File: src/rtl/dbus_access_ctrl.sv
// Data-bus access sequencer: issues one load/store per memory-stage instruction,
// holds it until data_ok, and returns the lane-aligned, extended load result.
module dbus_access_ctrl #(
  parameter int unsigned TIMEOUT = 0,
  parameter int unsigned CNT_W   = 16
) (
  input  logic        clk,
  input  logic        reset,
  input  logic        req_valid,
  input  logic        req_write,
  input  logic [2:0]  req_funct3,
  input  logic [63:0] req_addr,
  input  logic [63:0] req_wdata,
  input  logic        flush,
  output logic        stall_o,
  output logic        done_o,
  output logic [63:0] rdata_o,
  output logic        misalign_o,
  output logic        bus_err_o,
  output logic        dbus_valid,
  output logic [63:0] dbus_addr,
  output logic [2:0]  dbus_size,
  output logic [7:0]  dbus_strobe,
  output logic [63:0] dbus_data,
  input  logic        dbus_addr_ok,
  input  logic        dbus_data_ok,
  input  logic [63:0] dbus_rdata
);

  localparam logic [1:0] S_IDLE = 2'd0;
  localparam logic [1:0] S_BUSY = 2'd1;
  localparam logic [1:0] S_DONE = 2'd2;

  localparam bit             WD_EN   = (TIMEOUT != 0);
  localparam logic [CNT_W-1:0] WD_LAST = CNT_W'(TIMEOUT - 1);

  logic [1:0]       state_q, state_d;
  logic             drop_q, drop_d;
  logic [CNT_W-1:0] cnt_q, cnt_d;
  logic [63:0]      addr_q, addr_d;
  logic [2:0]       f3_q, f3_d;
  logic             write_q, write_d;
  logic [7:0]       strobe_q, strobe_d;
  logic [63:0]      data_q, data_d;
  logic [63:0]      rdata_q, rdata_d;

  logic [2:0]  align_mask;
  logic [7:0]  lane_mask;
  logic        req_illegal;
  logic [7:0]  req_strobe;
  logic [63:0] req_data;
  logic [63:0] rd_lane;
  logic [63:0] rd_ext;
  logic        drop_now;
  logic        wd_expire;

  // Address-accept is informational only; completion is tracked on data_ok.
  logic unused_addr_ok;
  assign unused_addr_ok = dbus_addr_ok;

  always_comb begin
    align_mask = 3'b000;
    lane_mask  = 8'h01;
    case (req_funct3[1:0])
      2'd0: begin align_mask = 3'b000; lane_mask = 8'h01; end
      2'd1: begin align_mask = 3'b001; lane_mask = 8'h03; end
      2'd2: begin align_mask = 3'b011; lane_mask = 8'h0F; end
      default: begin align_mask = 3'b111; lane_mask = 8'hFF; end
    endcase
  end

  assign req_illegal = (req_funct3 == 3'b111)
                     | (req_write & req_funct3[2])
                     | (|(req_addr[2:0] & align_mask));
  assign req_strobe  = req_write ? (lane_mask << req_addr[2:0]) : '0;
  assign req_data    = req_write ? (req_wdata << {req_addr[2:0], 3'b000}) : '0;

  always_comb begin
    rd_lane = dbus_rdata >> {addr_q[2:0], 3'b000};
    case (f3_q[1:0])
      2'd0:    rd_ext = f3_q[2] ? {56'd0, rd_lane[7:0]}
                                : {{56{rd_lane[7]}}, rd_lane[7:0]};
      2'd1:    rd_ext = f3_q[2] ? {48'd0, rd_lane[15:0]}
                                : {{48{rd_lane[15]}}, rd_lane[15:0]};
      2'd2:    rd_ext = f3_q[2] ? {32'd0, rd_lane[31:0]}
                                : {{32{rd_lane[31]}}, rd_lane[31:0]};
      default: rd_ext = rd_lane;
    endcase
  end

  // A flush coinciding with data_ok discards the result just like an earlier one.
  assign drop_now  = drop_q | flush;
  assign wd_expire = WD_EN && (state_q == S_BUSY) && !dbus_data_ok && (cnt_q == WD_LAST);

  always_comb begin
    state_d  = state_q;
    drop_d   = drop_q;
    cnt_d    = cnt_q;
    addr_d   = addr_q;
    f3_d     = f3_q;
    write_d  = write_q;
    strobe_d = strobe_q;
    data_d   = data_q;
    rdata_d  = rdata_q;
    case (state_q)
      S_IDLE: begin
        if (req_valid && !flush && !req_illegal) begin
          addr_d   = req_addr;
          f3_d     = req_funct3;
          write_d  = req_write;
          strobe_d = req_strobe;
          data_d   = req_data;
          drop_d   = 1'b0;
          cnt_d    = '0;
          state_d  = S_BUSY;
        end
      end
      S_BUSY: begin
        drop_d = drop_now;
        if (dbus_data_ok) begin
          drop_d = 1'b0;
          cnt_d  = '0;
          if (drop_now) begin
            state_d = S_IDLE;
          end else begin
            rdata_d = write_q ? '0 : rd_ext;
            state_d = S_DONE;
          end
        end else if (wd_expire) begin
          drop_d  = 1'b0;
          cnt_d   = '0;
          state_d = S_IDLE;
        end else if (WD_EN) begin
          cnt_d = cnt_q + CNT_W'(1);
        end
      end
      S_DONE: begin
        state_d = S_IDLE;
      end
      default: begin
        state_d = S_IDLE;
        drop_d  = 1'b0;
        cnt_d   = '0;
      end
    endcase
  end

  always_ff @(posedge clk or posedge reset) begin
    if (reset) begin
      state_q  <= S_IDLE;
      drop_q   <= 1'b0;
      cnt_q    <= '0;
      addr_q   <= '0;
      f3_q     <= '0;
      write_q  <= 1'b0;
      strobe_q <= '0;
      data_q   <= '0;
      rdata_q  <= '0;
    end else begin
      state_q  <= state_d;
      drop_q   <= drop_d;
      cnt_q    <= cnt_d;
      addr_q   <= addr_d;
      f3_q     <= f3_d;
      write_q  <= write_d;
      strobe_q <= strobe_d;
      data_q   <= data_d;
      rdata_q  <= rdata_d;
    end
  end

  assign dbus_valid  = (state_q == S_BUSY);
  assign dbus_addr   = addr_q;
  assign dbus_size   = {1'b0, f3_q[1:0]};
  assign dbus_strobe = strobe_q;
  assign dbus_data   = data_q;

  assign done_o     = (state_q == S_DONE) && !flush;
  assign rdata_o    = rdata_q;
  assign misalign_o = (state_q == S_IDLE) && req_valid && !flush && req_illegal;
  assign bus_err_o  = wd_expire;
  assign stall_o    = req_valid && !done_o && !misalign_o && !flush;

endmodule
File: config.mk
export PLATFORM = sky130hd
export DESIGN_NAME = dbus_access_ctrl
export DESIGN_NICKNAME = d
export VERILOG_FILES = /design/src/rtl/dbus_access_ctrl.sv
export SDC_FILE = /design/constraint.sdc
export NUM_CORES = 1
export LEC_CHECK = 0
export CORE_UTILIZATION = 46
export DETAILED_ROUTE_END_ITERATION = 6
export PLACE_DENSITY = 0.81
export SLEW_MARGIN = 15
export SYNTH_ARGS = -nofsm -noshare
export SYNTH_HDL_FRONTEND = slang
export SYNTH_SLANG_ARGS = --single-unit
File: constraint.sdc
create_clock -name clk -period 8.94 [get_ports clk]
set_input_delay 2.682 -clock clk [delete_from_list [all_inputs] [get_ports clk]]
set_output_delay 2.682 -clock clk [all_outputs]
set_load 0.02 [all_outputs]
; Word level (Yosys, flattened, before mapping)
; Cells that the tools add are included.
[totals]
regBits = 207
inputBits = 202
out_inout_bits = 208
elab_cells = 64
[classes]
n_eq_ne = 9
n_shift = 3
muxes = 16
bitwise_logic = 7
n_reduce_logical = 21
[op_table]
columns = cell, n
row1 = two-way mux 64 bit, 5
row2 = one-hot mux 64 bit (3 select lines), 1
row3 = << shifter 64 x 6 -> 64 bit, 1
row4 = right shift 64 x 6 -> 64 bit, 1
row5 = one-hot mux 8 bit (3 select lines), 1
row6 = logical AND 1 bit, 9
row7 = one-hot mux 3 bit (3 select lines), 1
row8 = two-way mux 8 bit, 1
row9 = << shifter 8 x 3 -> 8 bit, 1
row10 = equality test 2 x 1 -> 1 bit (second input constant), 3
row11 = equality test 2 bit (second input constant), 3
row12 = logical NOT 2 bit, 3
row13 = two-way mux 2 bit, 3
row14 = AND reduction 2 bit, 3
row15 = logical NOT 1 bit, 4
row16 = one-hot mux 2 bit (2 select lines), 1
row17 = bitwise AND 3 bit, 1
row18 = equality test 3 bit (second input constant), 1
row19 = OR 1 bit, 3
row20 = one-hot mux 1 bit (3 select lines), 1
row21 = AND reduction 3 bit, 1
row22 = OR reduction 3 bit, 1
row23 = two-way mux 1 bit, 2
row24 = != test 2 x 1 -> 1 bit (second input constant), 1
row25 = other kinds (3), 4

; Logic depth before layout (Yosys ltp)
[depth]
depth_word = 9
mapped_depth = 9
depth_no_buf = 5

; Worst setup path after synthesis
; No wires, ideal clock.
[synth_path]
kind = in2out
start = input port req_addr[2]
end = output port stall_o
arrival_time_ps = 3732
t_required_ps = 6258
slack_ps = 2526
cell_stages = 6
path_buffers = 1
cell_sequence = buf_2 o21a_1 o21ai_0 and3_1 a21oi_1 nor2_1
[synth_via]
elab_chain_len = 7
[synth_rtl]
columns = item, line_no
row1 = from (decl), 12  ; input logic [63:0] req_addr,
row2 = bitwise AND 3 bit, 74  ; | (|(req_addr[2:0] & align_mask));
row3 = OR reduction 3 bit, 74
row4 = OR 1 bit, 74
row5 = logical AND 1 bit, 180  ; assign misalign_o = (state_q == S_IDLE) && req_valid && !flush && req_illegal;
row6 = logical NOT 1 bit, 182  ; assign stall_o = req_valid && !done_o && !misalign_o && !flush;
row7 = logical AND 1 bit (2 in a row), 182
row8 = to (decl), 15  ; output logic stall_o,
; No other way between the ends.

; Worst setup path after layout
[layout_path]
start = input port req_addr[0]
end = output port stall_o
; Same word-level chain as after synthesis.

==> reports/summary.md <==
Max-cap check violation count: 0. The post-synthesis cell type count was 52. The clock passes through at most 3 buffers. The routed wire length is 40.1 mm. The number of hold buffers added after CTS was 0. The root buffer cell chosen for the clock tree is sky130_fd_sc_hd__clkbuf_16. The clock network latency to the later pin of the worst-skew pair was 0.52 ns. The hold path startpoint was rdata_o[52].

Entering global routing, the biggest net connects 128 pins. In this run, synthesis inferred 0 flip-flops with an integrated enable. The final count of hold timing violations is 0, and the final max-slew violation count is 0. The chip height came out at 162 um. For this run, asynchronously set or reset flops after synthesis account for 100%. The achievable clock frequency was 133 MHz; the complex-gate fraction of the synthesized area was 15.9%. Mean number of vias per cell: 5.79.

At the worst endpoint, the arrival time is 4.85 ns. The path with the worst hold slack has its endpoint at rdata_o[52]. The worst endpoint required time is 6.26 ns. For this design the static power due to leakage is 7.11 nW.

The flow ran to the end, and the final reports show no timing, DRC or antenna violations. The run gives 11700 um^2 as the area of the mapped netlist. The count of nets left with antenna violations once routing finished came out at 0. Measured along the x axis, the die boundary spans 162 um.

The floorplan step defined a die boundary enclosing 26100 um^2. Final routed DRC violation total: 0. The initial antenna violation count came out at 1. By area, the combinational part of the netlist is dominated by multiplexers. The setup TNS was 0 ns; the cell count after synthesis was 1089. The detailed-route wire length per cell came out at 22.4 um. For this configuration, the core starts out at a cell density of 46.7%. For this design, the slowest cell found on the critical path is sky130_fd_sc_hd__buf_4. In this run the worst path has a maximum fanout of 76. The synthesized design contains 207 register bits.

The top-area cell type share of the netlist area is 44.2%. The post-synthesis share of cell area spent on full adders, half adders and majority gates works out to 0%. The share of the Yosys chip area taken by registers is 44.2%. The worst setup path is captured at a primary output. Counting both buffers and inverters, the worst setup path holds a total of 2. The setup check on the worst reg-to-reg path leaves a slack of 5.77 ns.

The final critical-path required period works out to 7.53 ns. The areal power density over the cells works out to 260 nW/um^2. Measured against its own limit, the worst slew margin works out to 31.8%.

Core footprint: 25100 um^2. The portion of netlist area occupied by mux cells works out to 25.5%. Buffers inserted during clock tree synthesis total 25. The worst setup path is of the in -> out kind. The first global-routing pass estimated 60.5 mm of wire.

The clock drives 207 sinks. The biggest cell delay along the critical path is 0.76 ns. The worst path uses 84.2% of the clock period.

The overall fraction of global-route tracks in use is 30.2%, and the core utilization of the finished layout is 66.6%. In the final design database the tool counted 1637 nets. Measured in cells, the most critical reg-to-reg path has a length of 7. The tools report the capture point of the worst reg-to-reg path as rdata_o[42].

410 I/O pins were placed. The H-tree depth is 1, and the length of the first detailed-routing pass in iterations is 5. Among all flip-flop cells after synthesis, the most frequent one is sky130_fd_sc_hd__dfrtp_1. The remaining global-route overflow is 0, and the initial DRC count is 1026. The run gives 0.0165 ns as the final worst clock skew. The worst hold path belongs to the class reg -> reg. The slew at the pin with the worst max-slew slack was 1.02 ns. TritonCTS built the clock tree. The clock edge transition at the registers on the reported setup and hold paths came out at 0.06 ns.

After synthesis, the mean cell area works out to 10.8 um^2. Setup repair after global routing left no endpoint under its margin. At the end of routability-driven placement, the weighted congestion stood at 0.974.

The placement row count came out at 58. In the post-synthesis netlist, the biggest area contributors are sky130_fd_sc_hd__dfrtp_1 (44%), sky130_fd_sc_hd__mux2i_1 (11%), sky130_fd_sc_hd__mux2_2 (8.0%), sky130_fd_sc_hd__mux4_2 (6.7%), sky130_fd_sc_hd__nand2_1 (4.8%). The library cell used most frequently in the layout, excluding fill and tap cells, is sky130_fd_sc_hd__clkdlybuf4s50_1. The worst setup path is launched from an input pin.

VDD sags by at most 165 uV. Gates resized during post-CTS repair numbered 0. For this block, the via count after detailed routing is 10300. The layout overhead on the synthesized area was 42.8%. In this design, the largest share of critical-path delay is due to buffers and inverters.

In the layout the commonest cells are sky130_fd_sc_hd__clkdlybuf4s50_1 (404), sky130_fd_sc_hd__dfrtp_1 (204), sky130_fd_sc_hd__nand2_1 (151), sky130_fd_sc_hd__mux2i_1 (126), sky130_fd_sc_hd__mux2_2 (83). The run gives 0 as the total number of yosys warnings. The fraction of synthesized cell area in xor and xnor cells was 0%; the worst hold path stage count was 2. Of the cells placed in the final design, the portion with a size suffix greater than 1 is 16.2%. The final setup violation count was 0; the simple logic cell fraction of the synthesized area was 9.62%. After legalization and detailed placement, the total HPWL measured 28.9 mm. The via count of the first global-routing pass is 10300.

Walking the worst path, the cells encountered are buf_4 > o21ai_0 > and3_1 > a21oi_1 > nor2_1 > clkdlybuf4s50_1. The synthesized design spends more area on one cell type than any other, namely sky130_fd_sc_hd__dfrtp_1. Buffers placed on the I/O ports in this run total 406. The tools report the post-CTS setup buffer count as 0.

The worst flop-to-flop path startpoint is dbus_addr[1].
per-layer routing:
layer | routed length (um) | global-route usage [%] | part of all wire (%) | vias up
li1 | - | - | - | 4663
met4 | 2130 | 15.8 | 5.3 | 0
met2 | 19500 | 51.5 | 49 | 534
met1 | 14400 | 34.9 | 36 | 5046
met3 | 3950 | 7.94 | 9.9 | 93
met5 | 0 | 0 | 0 | -
layout make-up:
type	instances	area [um^2]
fillers	1957	8380
multi-input cells	771	5990
flip-flops and latches	207	5180
repair buffers	421	4170
clock buffers	28	667
well taps	330	413
clock inverters	18	260
inverters	9	41.3
diodes	1	2.50
worst min-delay path: stages (launching register included):
cell and delay [ns]:
sky130_fd_sc_hd__dfrtp_1 0.34, sky130_fd_sc_hd__nand2_1 0.06, sky130_fd_sc_hd__o21ai_2 0.05
registers in the layout, indices dropped and copies added (netlist names):
register	count
dbus_addr	64
dbus_data	64
dbus_strobe	8
drop_q	1
f3_q	3
rdata_o	64
state_q	2
write_q	1
worst max-delay path by stage:
stage	start	end	slack, ns	cells past startpoint
finish	req_addr[0]	stall_o	1.41	6
global route	req_addr[0]	stall_o	1.23	6
CTS	req_addr[0]	stall_o	1.43	6
detailed placement	req_addr[0]	stall_o	1.43	6
global placement	req_addr[0]	stall_o	1.43	6
floorplan	reset	dbus_addr[0]	0.61	1
kinds of logic (layout without fill, tap and decap cells):
group | Yosys count | in the layout
compound gates | 266 | 266
mux | 244 | 244
flops | 207 | 207
other cells | 1 | 3
simple gates | 259 | 259
buf+inv | 112 | 476
Yosys cell counts (12+ instances only):
master	count
sky130_fd_sc_hd__a22oi_1	16
sky130_fd_sc_hd__mux4_2	35
sky130_fd_sc_hd__a22o_1	16
sky130_fd_sc_hd__o21ai_2	39
sky130_fd_sc_hd__buf_2	35
sky130_fd_sc_hd__mux2_2	83
sky130_fd_sc_hd__clkbuf_1	49
sky130_fd_sc_hd__dfrtp_1	207
sky130_fd_sc_hd__nand2b_1	12
sky130_fd_sc_hd__a211oi_1	13
sky130_fd_sc_hd__mux2i_1	126
sky130_fd_sc_hd__nand2_1	151
sky130_fd_sc_hd__o22ai_1	28
sky130_fd_sc_hd__o31ai_1	29
sky130_fd_sc_hd__o21ai_0	60
sky130_fd_sc_hd__nor2_1	53
sky130_fd_sc_hd__buf_4	12
sky130_fd_sc_hd__a21oi_1	21
stage by stage:
step                      power, mW  cells  area [um^2]  hold WS (ns)  setup slack, ns
final                          4.35   1785        16700         0.474             1.41
after global routing           4.55   1784        16700         0.491             1.23
after CTS                      4.38   1784        16700         0.478             1.43
after detailed placement       3.23   1738        15800         0.464             1.43
after global placement         3.19   1738        15800         0.459             1.43
after floorplan                2.40   1090        11700         0.484            0.606
where the power goes:
group          total [mW]  internal [mW]  switching [mW]
Combinational        1.85          0.901           0.952
Clock                1.13          0.713           0.419
Sequential           1.37           1.20           0.168
Total                4.35           2.81            1.54
Power figures use the tool's default switching activity.
